## config.mk

```make
export PLATFORM = sky130hd
export DESIGN_NAME = platform_landing_scan
export DESIGN_NICKNAME = d
export VERILOG_FILES = /design/src/rtl/platform_landing_scan.sv
export SDC_FILE = /design/constraint.sdc
export NUM_CORES = 1
export LEC_CHECK = 0
export CORE_ASPECT_RATIO = 0.75
export CORE_MARGIN = 2
export CORE_UTILIZATION = 38
export CTS_CLUSTER_DIAMETER = 40
export DETAILED_ROUTE_END_ITERATION = 16
export HOLD_SLACK_MARGIN = 0.12
export PLACE_DENSITY_LB_ADDON = 0.05
export SYNTH_ARGS = -nofsm -noshare
export SYNTH_HDL_FRONTEND = slang
export SYNTH_SLANG_ARGS = --single-unit
```

## constraint.sdc

```tcl
create_clock -name clk -period 4.4 [get_ports clk]
set_clock_uncertainty 0.2 [all_clocks]
set_input_delay 0.88 -clock clk [delete_from_list [all_inputs] [get_ports clk]]
set_output_delay 0.88 -clock clk [all_outputs]
set_load 0.02 [all_outputs]
```

## src/rtl/platform_landing_scan.sv

```systemverilog
// rtl/platform_landing_scan.sv - per-frame platform landing scan, one slot per clock
// Optional sloped surfaces under macro PLATFORM_SLOPE_EN.
module platform_landing_scan #(
  parameter int NUM_PLAT = 4,
  parameter int HW       = 11,
  parameter int VW       = 11,
  parameter int CHAR_W   = 64,
  parameter int CHAR_H   = 64,
  parameter int SNAP_TOL = 8,
  parameter int STEP_W   = 64,
  parameter int STEP_DY  = 4,
  localparam int IW      = (NUM_PLAT > 1) ? $clog2(NUM_PLAT) : 1
) (
  input  logic                   clk,
  input  logic                   rst,
  input  logic                   start,
  input  logic [HW-1:0]          char_x,
  input  logic [VW-1:0]          char_y,
  input  logic [NUM_PLAT-1:0]    plat_en,
  input  logic [NUM_PLAT*HW-1:0] plat_hstart,
  input  logic [NUM_PLAT*HW-1:0] plat_hstop,
  input  logic [NUM_PLAT*VW-1:0] plat_vtop,
  input  logic [NUM_PLAT-1:0]    plat_dir,
  output logic                   busy,
  output logic                   done,
  output logic                   on_ground,
  output logic [IW-1:0]          plat_idx,
  output logic [VW-1:0]          land_y
);

  typedef enum logic [1:0] {S_IDLE, S_SCAN, S_DONE} state_t;

  state_t        state;
  logic [HW-1:0] cx_r;
  logic [VW-1:0] cy_r;
  logic [IW-1:0] idx;
  logic          found;
  logic [VW-1:0] best_y;
  logic [IW-1:0] best_idx;

  logic [HW-1:0] hs, he;
  logic [VW-1:0] vt, surf;
  logic [VW:0]   foot;
  logic          hhit, vhit, hit;

  assign hs   = plat_hstart[idx*HW +: HW];
  assign he   = plat_hstop[idx*HW +: HW];
  assign vt   = plat_vtop[idx*VW +: VW];
  assign foot = {1'b0, cy_r} + (VW+1)'(CHAR_H);
  assign hhit = ({1'b0, cx_r} < {1'b0, he}) &&
                (({1'b0, cx_r} + (HW+1)'(CHAR_W)) > {1'b0, hs});
  assign vhit = (foot >= {1'b0, surf}) &&
                (foot <= ({1'b0, surf} + (VW+1)'(SNAP_TOL)));
  assign hit  = plat_en[idx] && hhit && vhit;

`ifdef PLATFORM_SLOPE_EN
  localparam int SH = $clog2(STEP_W);
  localparam int DW = HW + VW + 8;

  logic [HW:0]   cx_c, cx_cl, dx;
  logic [DW-1:0] delta, up_sum;

  // Surface height is evaluated under the sprite's horizontal centre, clamped onto the slot.
  always_comb begin
    cx_c = {1'b0, cx_r} + (HW+1)'(CHAR_W / 2);
    if (cx_c < {1'b0, hs})
      cx_cl = {1'b0, hs};
    else if (cx_c >= {1'b0, he})
      cx_cl = {1'b0, he} - (HW+1)'(1);
    else
      cx_cl = cx_c;
    dx     = (cx_cl - {1'b0, hs}) >> SH;
    delta  = DW'(dx) * DW'(STEP_DY);
    up_sum = DW'(vt) + delta;
    surf   = vt;
    if (plat_dir[idx])
      surf = (up_sum > DW'((2 ** VW) - 1)) ? '1 : up_sum[VW-1:0];
    else
      surf = (delta > DW'(vt)) ? '0 : (vt - delta[VW-1:0]);
  end
`else
  logic unused_cfg;
  assign surf       = vt;
  assign unused_cfg = ^{plat_dir, STEP_W[0], STEP_DY[0]};
`endif

  always_ff @(posedge clk or posedge rst) begin
    if (rst) begin
      state     <= S_IDLE;
      busy      <= 1'b0;
      done      <= 1'b0;
      on_ground <= 1'b0;
      plat_idx  <= '0;
      land_y    <= '0;
      cx_r      <= '0;
      cy_r      <= '0;
      idx       <= '0;
      found     <= 1'b0;
      best_y    <= '0;
      best_idx  <= '0;
    end else begin
      done <= 1'b0;
      case (state)
        S_IDLE: begin
          if (start) begin
            cx_r     <= char_x;
            cy_r     <= char_y;
            found    <= 1'b0;
            best_y   <= '0;
            best_idx <= '0;
            idx      <= '0;
            busy     <= 1'b1;
            state    <= S_SCAN;
          end
        end
        S_SCAN: begin
          // Strict less-than keeps the lowest index on equal heights.
          if (hit && (!found || (surf < best_y))) begin
            found    <= 1'b1;
            best_y   <= surf;
            best_idx <= idx;
          end
          if (idx == IW'(NUM_PLAT - 1))
            state <= S_DONE;
          else
            idx <= idx + IW'(1);
        end
        S_DONE: begin
          done      <= 1'b1;
          busy      <= 1'b0;
          on_ground <= found;
          plat_idx  <= found ? best_idx : '0;
          land_y    <= found ? (best_y - VW'(CHAR_H)) : '0;
          state     <= S_IDLE;
        end
        default: state <= S_IDLE;
      endcase
    end
  end

endmodule
```

==> results.cfg <==
[min_path]
min_path_cells = 2
min_path_type = reg -> reg

[layout]
fillers = 1050
syn_to_final_growth_pct = 46.4
fin_nets = 873
final_layout_size_suffix_gt1_frac = 0.0904
diodes = 0
multi_input_area_um2 = 2880
fin_area_um2 = 6660
seq_area_um2 = 1400

[synth]
synth_edf_count = 0
syn-num-nets = 698
ys.flop_type = dfrtp_1
synth.most_common_cell = nand2_1
avgSynthCellArea_um2 = 9.54
synth_warnings = 0
async_flop_share = 1.00
yosysSeqAreaShare = 0.308
yosys.area.top_type = dfrtp_1
syn_inst = 477
synth_top_area_share = 0.308
ys_ff_latch = 56
netlist_area_um2 = 4550
ys_top_cells_by_count = nand2_1, dfrtp_1, ha_1, inv_1, mux4_2
synthTopCellsByArea = dfrtp_1, mux4_2, ha_1
synth.distinct_cells = 38

[placed_design]
io_buffers = 176
place.gp.congestion = 0.832
dp_hpwl_mm = 10.6
placed_cell_area_um2 = 6520

[power_and_ir_drop]
p_clk_frac = 0.104
pwr_density_cell_nw_per_um2 = 575
p_sw_mw = 1.69
power.internal_mw = 2.14
seqPwrFrac = 0.241
peakVddDrop_v = 0.000270
share_comb_of_total_power = 0.655
p_leak_nw = 3.11
total_power_mw = 3.83
netSwitchingFraction = 0.441

[cts]
h-tree-depth = 2
clk_path_buf_depth = 2
clkSinkCount = 56
cts-root-buf = clkbuf_16
cts_tree = yes
cts.repair.resized = 0
cts_hold_buf = 0
cts_buffers = 5
cts_setup_buffers = 0
clock_latency_ps = 290
cts.clk_slew.worst_paths_ps = 80

[sta]
setup_viol = 0
fmax_mhz = 241
tns_ps = 0
rsz0062_at_grt = false
relSlewSlack = 0.498
layout_min_cycle_time_ps = 4150
worst-slew-pin-transition_ps = 753
report.final.slew_viol_count = 0
fin_crit_sh = 0.944
timing_hold_violations_final = 0

[drt]
drt_iter0_drc = 146
routedWlPerCell_um = 15.7
postRouteWirelength_mm = 12.8
ant_nets = 0
vias = 4062
vias_per_cell = 4.98
firstDrtPassIters = 4
drc_errors = 0

[critical_path]
rr_endpoint = best_idx[1]
critPathKind = in -> reg
cp.arrival_ps = 4120
r2r_slack_ps = 490
cp-startpoint = plat_vtop[26]
path_max_fanout = 14
start_kind = input pin
reg2reg_depth = 12
worstSetupEndpoint = best_idx[1]
crit_path_end_kind = flip-flop
worstPathRequired_ps = 4370
rr_startpoint = idx[1]

[floorplanning]
die_area_um2 = 12900
core_area_um2 = 11700
floorplan.initialDensity = 0.390
rows = 34
die_y_um = 98.8
fp.dieW_um = 130
io_pins = 181

[global_route]
grt_pass1_vias = 4323
grtUsageTotal = 0.207
grt_pass1_wl_mm = 21.0
gr-total-overflow = 0
grt_max_degree = 34
antenna_found_initial = 0

[status]
status = finished clean

[job]
cap_violations = 0
state kept, by name (all words and copies together), names as in the netlist:
signal,flops
idx,2
cx_r,11
done,1
state,2
busy,1
found,1
on_ground,1
land_y,11
best_y,11
plat_idx,2
cy_r,11
best_idx,2
power groups by stage:
stage,sequential (mW),clock [mW],combinational [mW]
floorplan,0.862,0,1.83
CTS,0.929,0.403,2.54
global placement,0.932,0,2.44
detailed placement,0.936,0,2.51
global route,0.960,0.428,2.85
finish,0.924,0.399,2.51
area by class of cell:
| cell class | instances | area share |
|---|---|---|
| multi-input combinational | 352 | 0.432 |
| sequential | 56 | 0.211 |
| timing repair buffer | 185 | 0.277 |
| tap | 162 | 0.0304 |
| inverter | 52 | 0.0293 |
| clock inverter | 2 | 0.00188 |
| clock buffer | 6 | 0.0194 |
critical path, stage by stage:
cell and delay (ps):
clkdlybuf4s50_1 400, mux4_2 490, ha_1 250, nand2_1 120
nor2_1 70, xnor2_1 130, ha_1 310, nand4_1 110
or4b_2 640, mux2i_1 140, a21oi_1 80, nand4b_4 200
buf_12 180, mux2i_1 120
kinds of logic after synthesis:
| group | after synthesis | synth area share |
|---|---|---|
| compound gates | 53 | 0.0690 |
| flops | 56 | 0.308 |
| simple gates | 179 | 0.177 |
| buf+inv | 69 | 0.0611 |
| fa+ha+maj | 56 | 0.154 |
| mux | 49 | 0.202 |
| xor+xnor | 15 | 0.0289 |
stage by stage:
step | setup WS (ps) | std cells | hold slack [ps] | utilization
final | 247 | 815 | 279 | 0.571
after global routing | 29.6 | 815 | 302 | 0.571
after CTS | 250 | 815 | 279 | 0.571
after detailed placement | -46.0 | 807 | 261 | 0.559
after global placement | -19.8 | 807 | 257 | 0.559
after floorplan | 486 | 477 | 252 | -
routing by layer:
metal,track usage,part of all wire,vias up
li1,-,-,2028
met5,0,0,-
met4,0.0368,0.0099,0
met2,0.361,0.49,116
met3,0.0483,0.057,9
met1,0.265,0.44,1909
worst min path at each step:
stage              start         to  slack (ps)
6_report       land_y[4]  land_y[4]         280
5_1_grt        land_y[3]  land_y[3]         300
4_1_cts        land_y[1]  land_y[1]         280
3_5_place_dp   land_y[1]  land_y[1]         260
3_3_place_gp   land_y[2]  land_y[2]         260
2_1_floorplan    cy_r[1]    cy_r[1]         250
placed cells by master, fill, tap and decap left out, drive strengths merged, types with 2 or more instances in the layout:
master / synthesis / layout
nor3: 6 / 6
mux4: 34 / 34
nor2: 13 / 13
nand2: 115 / 115
nand3: 21 / 21
dfrtp: 56 / 56
nor2b: 2 / 2
and3: 3 / 3
nor4: 2 / 2
clkdlybuf4s50: 0 / 176
mux2i: 14 / 14
a2111oi: 2 / 2
xnor2: 11 / 11
a21o: 7 / 7
or4: 2 / 2
clkbuf: 12 / 6
inv: 52 / 52
o211ai: 2 / 2
o21ai: 19 / 19
buf: 5 / 9
ha: 56 / 56
nand4: 9 / 9
xor2: 4 / 4
a21oi: 18 / 18
No activity file was read; power rests on OpenSTA's default activity.
